===== src/rtl/tank_pkg.sv =====
// Shared tank types, grid constants and the muzzle-position helper.
`default_nettype none

package tank_pkg;

  typedef enum logic [1:0] {
    UP    = 2'd0,
    DOWN  = 2'd1,
    LEFT  = 2'd2,
    RIGHT = 2'd3
  } dir_t;

  typedef struct packed {
    logic [5:0] x;
    logic [5:0] y;
  } cell_t;

  localparam int GRID_PX     = 10;
  localparam int TANK_HALF   = 2;
  localparam int FIELD_W_DEF = 64;
  localparam int FIELD_H_DEF = 48;

  // The bullet spawns one cell beyond the tank's leading edge.
  function automatic cell_t muzzle(input logic [5:0] x, input logic [5:0] y, input dir_t dir);
    cell_t c;
    c.x = x;
    c.y = y;
    case (dir)
      UP:      c.y = y - 6'(TANK_HALF + 1);
      DOWN:    c.y = y + 6'(TANK_HALF + 1);
      LEFT:    c.x = x - 6'(TANK_HALF + 1);
      default: c.x = x + 6'(TANK_HALF + 1);
    endcase
    return c;
  endfunction

endpackage

`default_nettype wire


===== src/rtl/tank_edge_prober.sv =====
// Walks the five cells in front of the tank's leading edge and OR-reduces the wall-map replies.
`default_nettype none

module tank_edge_prober
  import tank_pkg::*;
(
  input  logic       i_clk,
  input  logic       i_rst_n,
  input  logic       i_start,
  input  dir_t       i_dir,
  input  logic [5:0] i_x,
  input  logic [5:0] i_y,
  output logic       o_probe_valid,
  output logic [5:0] o_probe_x,
  output logic [5:0] o_probe_y,
  input  logic       i_probe_blocked,
  output logic       o_done,
  output logic       o_blocked
);

  typedef enum logic [1:0] {
    P_IDLE  = 2'd0,
    P_PROBE = 2'd1,
    P_WAIT  = 2'd2
  } pstate_t;

  pstate_t    state_q, state_d;
  logic [2:0] k_q, k_d;
  logic       blocked_q, blocked_d;
  logic       pend_q;
  logic [5:0] k6;

  always_ff @(posedge i_clk or negedge i_rst_n) begin
    if (!i_rst_n) begin
      state_q   <= P_IDLE;
      k_q       <= 3'd0;
      blocked_q <= 1'b0;
      pend_q    <= 1'b0;
    end else begin
      state_q   <= state_d;
      k_q       <= k_d;
      blocked_q <= blocked_d;
      pend_q    <= o_probe_valid;
    end
  end

  // A reply belongs to the probe issued on the previous cycle, hence the pend_q gate.
  always_comb begin
    state_d       = state_q;
    k_d           = k_q;
    blocked_d     = blocked_q | (pend_q & i_probe_blocked);
    o_probe_valid = 1'b0;
    o_done        = 1'b0;
    o_blocked     = blocked_q | (pend_q & i_probe_blocked);
    case (state_q)
      P_IDLE: begin
        if (i_start) begin
          state_d   = P_PROBE;
          k_d       = 3'd0;
          blocked_d = 1'b0;
        end
      end
      P_PROBE: begin
        o_probe_valid = 1'b1;
        if (k_q == 3'd4) state_d = P_WAIT;
        else             k_d     = k_q + 3'd1;
      end
      P_WAIT: begin
        o_done  = 1'b1;
        state_d = P_IDLE;
      end
      default: state_d = P_IDLE;
    endcase
  end

  always_comb begin
    k6        = {3'b000, k_q};
    o_probe_x = i_x;
    o_probe_y = i_y;
    case (i_dir)
      UP: begin
        o_probe_x = i_x - 6'(TANK_HALF) + k6;
        o_probe_y = i_y - 6'(TANK_HALF + 1);
      end
      DOWN: begin
        o_probe_x = i_x - 6'(TANK_HALF) + k6;
        o_probe_y = i_y + 6'(TANK_HALF + 1);
      end
      LEFT: begin
        o_probe_x = i_x - 6'(TANK_HALF + 1);
        o_probe_y = i_y - 6'(TANK_HALF) + k6;
      end
      default: begin
        o_probe_x = i_x + 6'(TANK_HALF + 1);
        o_probe_y = i_y - 6'(TANK_HALF) + k6;
      end
    endcase
  end

endmodule

`default_nettype wire


===== src/rtl/tank_motion_ctrl.sv =====
// One tank's position/facing control: frame-tick turning, probed one-cell moves and rate-limited fire.
`default_nettype none

module tank_motion_ctrl
  import tank_pkg::*;
#(
  parameter int FIELD_W     = FIELD_W_DEF,
  parameter int FIELD_H     = FIELD_H_DEF,
  parameter int INIT_X      = 8,
  parameter int INIT_Y      = 40,
  parameter int INIT_DIR    = 0,
  parameter int MOVE_PERIOD = 2,
  parameter int FIRE_CD     = 30
) (
  input  logic       i_clk,
  input  logic       i_rst_n,
  input  logic       i_frame_tick,
  input  logic       i_alive,
  input  logic [3:0] i_cmd_dir,
  input  logic       i_cmd_fire,
  output logic       o_probe_valid,
  output logic [5:0] o_probe_x,
  output logic [5:0] o_probe_y,
  input  logic       i_probe_blocked,
  output logic [5:0] o_tank_x,
  output logic [5:0] o_tank_y,
  output logic [1:0] o_tank_dir,
  output logic       o_fire,
  output logic [5:0] o_fire_x,
  output logic [5:0] o_fire_y,
  output logic [1:0] o_fire_dir,
  output logic       o_busy
);

  localparam int STEP_W = (MOVE_PERIOD > 1) ? $clog2(MOVE_PERIOD) : 1;
  localparam int CD_W   = $clog2(FIRE_CD + 1);

  typedef enum logic [1:0] {
    S_IDLE   = 2'd0,
    S_MOVE   = 2'd1,
    S_UPDATE = 2'd2
  } state_t;

  state_t            state_q, state_d;
  logic [5:0]        x_q, x_d, y_q, y_d;
  dir_t              dir_q, dir_d;
  logic [STEP_W-1:0] step_q, step_d;
  logic [CD_W-1:0]   cd_q, cd_d;
  logic              blocked_q, blocked_d;
  logic              fire_q, fire_d;
  logic [5:0]        fire_x_q, fire_x_d, fire_y_q, fire_y_d;
  dir_t              fire_dir_q, fire_dir_d;

  dir_t  key_dir;
  logic  key_any, cmd_tick, legal, start, pr_done, pr_blocked;
  cell_t mz;

  tank_edge_prober u_prober (
    .i_clk           (i_clk),
    .i_rst_n         (i_rst_n),
    .i_start         (start),
    .i_dir           (dir_q),
    .i_x             (x_q),
    .i_y             (y_q),
    .o_probe_valid   (o_probe_valid),
    .o_probe_x       (o_probe_x),
    .o_probe_y       (o_probe_y),
    .i_probe_blocked (i_probe_blocked),
    .o_done          (pr_done),
    .o_blocked       (pr_blocked)
  );

  always_ff @(posedge i_clk or negedge i_rst_n) begin
    if (!i_rst_n) begin
      state_q    <= S_IDLE;
      x_q        <= 6'(INIT_X);
      y_q        <= 6'(INIT_Y);
      dir_q      <= dir_t'(2'(INIT_DIR));
      step_q     <= '0;
      cd_q       <= '0;
      blocked_q  <= 1'b0;
      fire_q     <= 1'b0;
      fire_x_q   <= 6'd0;
      fire_y_q   <= 6'd0;
      fire_dir_q <= UP;
    end else begin
      state_q    <= state_d;
      x_q        <= x_d;
      y_q        <= y_d;
      dir_q      <= dir_d;
      step_q     <= step_d;
      cd_q       <= cd_d;
      blocked_q  <= blocked_d;
      fire_q     <= fire_d;
      fire_x_q   <= fire_x_d;
      fire_y_q   <= fire_y_d;
      fire_dir_q <= fire_dir_d;
    end
  end

  always_comb begin
    key_any = |i_cmd_dir;
    if      (i_cmd_dir[0]) key_dir = UP;
    else if (i_cmd_dir[1]) key_dir = DOWN;
    else if (i_cmd_dir[2]) key_dir = LEFT;
    else                   key_dir = RIGHT;
    // Compare against the current centre so the decremented value never has to wrap.
    case (dir_q)
      UP:      legal = y_q > 6'(TANK_HALF);
      DOWN:    legal = y_q < 6'(FIELD_H - TANK_HALF - 1);
      LEFT:    legal = x_q > 6'(TANK_HALF);
      default: legal = x_q < 6'(FIELD_W - TANK_HALF - 1);
    endcase
    mz = muzzle(x_q, y_q, dir_q);
  end

  always_comb begin
    state_d    = state_q;
    x_d        = x_q;
    y_d        = y_q;
    dir_d      = dir_q;
    step_d     = step_q;
    cd_d       = cd_q;
    blocked_d  = blocked_q;
    fire_d     = 1'b0;
    fire_x_d   = fire_x_q;
    fire_y_d   = fire_y_q;
    fire_dir_d = fire_dir_q;
    start      = 1'b0;
    cmd_tick   = i_frame_tick & i_alive;

    case (state_q)
      S_IDLE: begin
        if (cmd_tick && key_any) begin
          if (key_dir != dir_q) begin
            dir_d  = key_dir;
            step_d = '0;
          end else if (step_q == STEP_W'(MOVE_PERIOD - 1)) begin
            step_d = '0;
            if (legal) begin
              start   = 1'b1;
              state_d = S_MOVE;
            end
          end else begin
            step_d = step_q + STEP_W'(1);
          end
        end else if (cmd_tick) begin
          step_d = '0;
        end
      end
      S_MOVE: begin
        if (pr_done) begin
          blocked_d = pr_blocked;
          state_d   = S_UPDATE;
        end
      end
      S_UPDATE: begin
        if (!blocked_q) begin
          case (dir_q)
            UP:      y_d = y_q - 6'd1;
            DOWN:    y_d = y_q + 6'd1;
            LEFT:    x_d = x_q - 6'd1;
            default: x_d = x_q + 6'd1;
          endcase
        end
        state_d = S_IDLE;
      end
      default: state_d = S_IDLE;
    endcase

    // The reload tick itself is the last tick of the cooldown, giving exactly FIRE_CD ticks between shots.
    if (i_frame_tick) begin
      if (cmd_tick && i_cmd_fire && (cd_q <= CD_W'(1))) begin
        fire_d     = 1'b1;
        fire_x_d   = mz.x;
        fire_y_d   = mz.y;
        fire_dir_d = dir_q;
        cd_d       = CD_W'(FIRE_CD);
      end else if (cd_q != '0) begin
        cd_d = cd_q - CD_W'(1);
      end
    end
  end

  assign o_tank_x   = x_q;
  assign o_tank_y   = y_q;
  assign o_tank_dir = dir_q;
  assign o_fire     = fire_q;
  assign o_fire_x   = fire_x_q;
  assign o_fire_y   = fire_y_q;
  assign o_fire_dir = fire_dir_q;
  assign o_busy     = (state_q != S_IDLE);

endmodule

`default_nettype wire


===== config.mk =====
export PLATFORM = sky130hd
export DESIGN_NAME = tank_motion_ctrl
export DESIGN_NICKNAME = d
export VERILOG_FILES = /design/src/rtl/tank_pkg.sv /design/src/rtl/tank_edge_prober.sv /design/src/rtl/tank_motion_ctrl.sv
export SDC_FILE = /design/constraint.sdc
export NUM_CORES = 1
export LEC_CHECK = 0
export CAP_MARGIN = 20
export CORE_AREA = 2 2 93 95
export DETAILED_ROUTE_END_ITERATION = 8
export DIE_AREA = 0 0 95 97
export GPL_TIMING_DRIVEN = 1
export PLACE_DENSITY = 0.77
export SLEW_MARGIN = 20
export SYNTH_ARGS = -nofsm -noshare
export SYNTH_HDL_FRONTEND = slang
export SYNTH_SLANG_ARGS = --single-unit

===== constraint.sdc =====
create_clock -name i_clk -period 5.9 [get_ports i_clk]
set_clock_uncertainty 0.15 [all_clocks]
set_input_delay 0.885 -clock i_clk [delete_from_list [all_inputs] [get_ports i_clk]]
set_output_delay 0.885 -clock i_clk [all_outputs]
set_load 0.005 [all_outputs]

==> results.sh <==
export IMPL_hold_viol=0
export IMPL_clk_latency_ns=0.30
export IMPL_final_antenna_net_count=0
export IMPL_ios=53
export IMPL_die_area_um2=9215
export IMPL_routed_wl_met3_um=319
export IMPL_dp_hpwl_mm=5.982
export IMPL_nFillCells=765
export IMPL_p_per_area_nw_per_um2=347.4
export IMPL_crit_end="o_probe_x[5]"
export IMPL_clock_tree_buffer_depth=2
export IMPL_hold_class="register to register"
export IMPL_via_per_inst=5.277
export IMPL_ys_types=57
export IMPL_ir_drop_v=0.0001568
export IMPL_grt_usage=0.1742
export IMPL_worstRegToRegCells=9
export IMPL_vias=2860
export IMPL_globalplace_congestion=0.8639
export IMPL_antenna_found_initial=0
export IMPL_start_util=0.4356
export IMPL_path_clk_slew_ns=0.08
export IMPL_grt_pass1_wl_mm=12.91
export IMPL_coreArea_um2=8134
export IMPL_max_cap_violations=0
export IMPL_post_route_period_util=0.7022
export IMPL_overflow=0
export IMPL_first_pass_iters=4
export IMPL_synth_warnings=0
export IMPL_cts_buffers=5
export IMPL_rsz0062_at_grt="false"
export IMPL_num_antenna_cells=0
export IMPL_wl_per_cell_um=14.34
export IMPL_cts_htree_levels=2
export IMPL_slew_headroom=0.3183
export IMPL_grt_pass1_vias=2750
export IMPL_rrSetupSlack_ns=2.78
export IMPL_layout_nets=496
export IMPL_syn_nets=452
export IMPL_ctsResizeCount=0
export IMPL_hold_slack_ns=0.3327
export IMPL_ys_seq_area_frac=0.3189
export IMPL_drc_errors=0
export IMPL_cellLeakagePower_nw=1.945
export IMPL_synth_async_reset_ratio=1.000
export IMPL_die_w_um=95
export IMPL_finalSetupViolCount=0
export IMPL_crit_required_ns=4.87
export IMPL_dieHeight_um=97
export IMPL_port_buffers=52
export IMPL_wl_met2_mm=3.728
export IMPL_synth_area_per_cell_um2=9.016
export IMPL_grt_max_degree=46
export IMPL_critPathLaunchType="register"
export IMPL_post_cts_setup_buffers=0
export IMPL_ys_seq_elements=45
export IMPL_synth_cell_area_um2=3543
export IMPL_end_kind="primary output"
export IMPL_syn_inst=393
export IMPL_top_layer="met4"
export IMPL_clockRootBuffer="clkbuf_8"
export IMPL_reg2reg_to="o_tank_x[5]$_DFFE_PN0P_"
export IMPL_final_setup_tns_ns=0
export IMPL_run_status="finished, final reports clean"
export IMPL_drt_wl_total_mm=7.773
export IMPL_crit_start="o_tank_x[1]$_DFFE_PN0P_"
export IMPL_holdBufCountCts=0
export IMPL_drv_slew=0
export IMPL_cts_tree="yes"
export IMPL_tightest_slew_ns=1.023
export IMPL_worstPathArrival_ns=3.11
export IMPL_fin_crit_ns=4.143
export IMPL_area_growth_pct=18.64
export IMPL_path_max_fanout=11
export IMPL_fmax_mhz=241.4
export IMPL_worstSetupPathType="register to primary output"
export IMPL_drt_iter0_drc=167
export IMPL_synth_flop_cell="dfrtp_1"
export IMPL_drive_gt1_frac=0.04805
export IMPL_met1_length_mm=3.650
export IMPL_rows=33
export IMPL_synth_edff_count=0
export IMPL_rr_startpoint="o_tank_dir[0]$_DFFE_PN0P_"
export IMPL_numClockSinks=45
cell usage in the layout, fill, tap and decap left out, types with 7 or more instances in the layout:
cell and count:
nor3_1 7, a21oi_1 24, o21ai_0 35, nand2_1 41, a21o_1 10, nor2_1 23
xor2_1 10, xnor2_1 21, ha_1 45, dfrtp_1 42, clkdlybuf4s50_1 51, inv_1 39
state kept, by name, summed over array words and instances (netlist names):
name,cells
state_q,2
u_prober.k_q,3
o_tank_dir,2
u_prober.pend_q,1
step_q,1
o_tank_x,6
u_prober.blocked_q,1
blocked_q,1
o_tank_y,6
o_fire_y,6
cd_q,5
o_fire_dir,2
o_fire_x,6
o_fire,1
u_prober.state_q,2
metal layers:
metal  vias to the layer above  track usage
met1                      1356       0.2370
li1                       1439            -
met3                         8      0.02648
met2                        57       0.2919
met4                         0      0.03679
met5                         -            0
cell usage after synthesis (all sizes together), types with 3 or more instances:
cell | number | area (µm²)
ha | 45 | 563.0
dfrtp | 42 | 1051
nand2 | 41 | 153.9
inv | 39 | 146.4
o21ai | 37 | 185.2
a21oi | 24 | 120.1
nor2 | 23 | 86.33
xnor2 | 21 | 183.9
a21o | 10 | 75.07
xor2 | 10 | 87.58
buf | 9 | 56.30
nor3 | 8 | 45.04
clkbuf | 7 | 26.28
a211oi | 5 | 37.54
mux2i | 5 | 50.05
a31oi | 4 | 25.02
fa | 4 | 80.08
nand3 | 4 | 20.02
o21a | 4 | 30.03
o21bai | 4 | 30.03
o31ai | 4 | 30.03
and3 | 3 | 18.77
dfstp | 3 | 78.83
nand2b | 3 | 26.27
nand3b | 3 | 22.52
cells by family (layout without fill, tap and decap cells):
group,Yosys count,after routing,share of synthesized area
xor gates and xnor gates,31,31,0.07662
muxes,7,7,0.02048
adders and majority gates,49,49,0.1815
DFF,45,45,0.3189
AOI/OAI and AO/OA,107,107,0.1946
and+or+nand+nor,99,99,0.1434
buffers and inverters,55,99,0.06462
worst min path at each step:
stage | start | to | slack [ns] | cells after the start
after floorplan | step_q$_DFFE_PN0P_ | step_q$_DFFE_PN0P_ | 0.30 | 1
after global placement | o_fire_dir[0]$_DFFE_PN0P_ | o_fire_dir[0]$_DFFE_PN0P_ | 0.31 | 2
after detailed placement | o_fire_x[3]$_DFFE_PN0P_ | o_fire_x[3]$_DFFE_PN0P_ | 0.32 | 2
after CTS | o_fire_x[3]$_DFFE_PN0P_ | o_fire_x[3]$_DFFE_PN0P_ | 0.34 | 2
after global routing | o_fire_x[1]$_DFFE_PN0P_ | o_fire_x[1]$_DFFE_PN0P_ | 0.38 | 2
final | o_fire_x[3]$_DFFE_PN0P_ | o_fire_x[3]$_DFFE_PN0P_ | 0.33 | 2
critical path: stages (launching register included):
cell and delay [ns]:
dfrtp_1 0.53, inv_1 0.16, ha_1 0.31, inv_1 0.04
ha_1 0.22, fa_1 0.42, a21oi_1 0.17, o21bai_1 0.09
xnor2_1 0.17, nor2_1 0.06, a21oi_1 0.14, clkdlybuf4s50_1 0.52
stage by stage:
stage                     instances  power, mW    util  cell area [µm²]  setup WS [ns]
after global placement          535      1.248  0.5059             4115          2.226
after global routing            542      1.591  0.5168             4204          1.591
after detailed placement        535      1.280  0.5059             4115          2.117
final                           542      1.460  0.5168             4204          1.757
after floorplan                 393     0.9557       -             3543          2.795
after CTS                       542      1.472  0.5165             4202          1.779
final cells by class:
cell class / count / area (µm²) / share of cell area
Inverter: 39 / 146.4 / 0.03482
Timing Repair Buffer: 53 / 525.5 / 0.1250
Tap cell: 105 / 131.4 / 0.03125
Multi-Input combinational cell: 293 / 2185 / 0.5196
Clock buffer: 7 / 86.33 / 0.02054
Sequential cell: 45 / 1130 / 0.2687
power by group:
| group | leakage, nW | switching, mW | internal [mW] |
|---|---|---|---|
| combinational | 1.33 | 0.381 | 0.409 |
| sequential | 0.574 | 0.0916 | 0.389 |
| clock | 0.0443 | 0.0965 | 0.0929 |
| total | 1.95 | 0.569 | 0.891 |
Note: power is estimated with default switching activity, not from simulation.
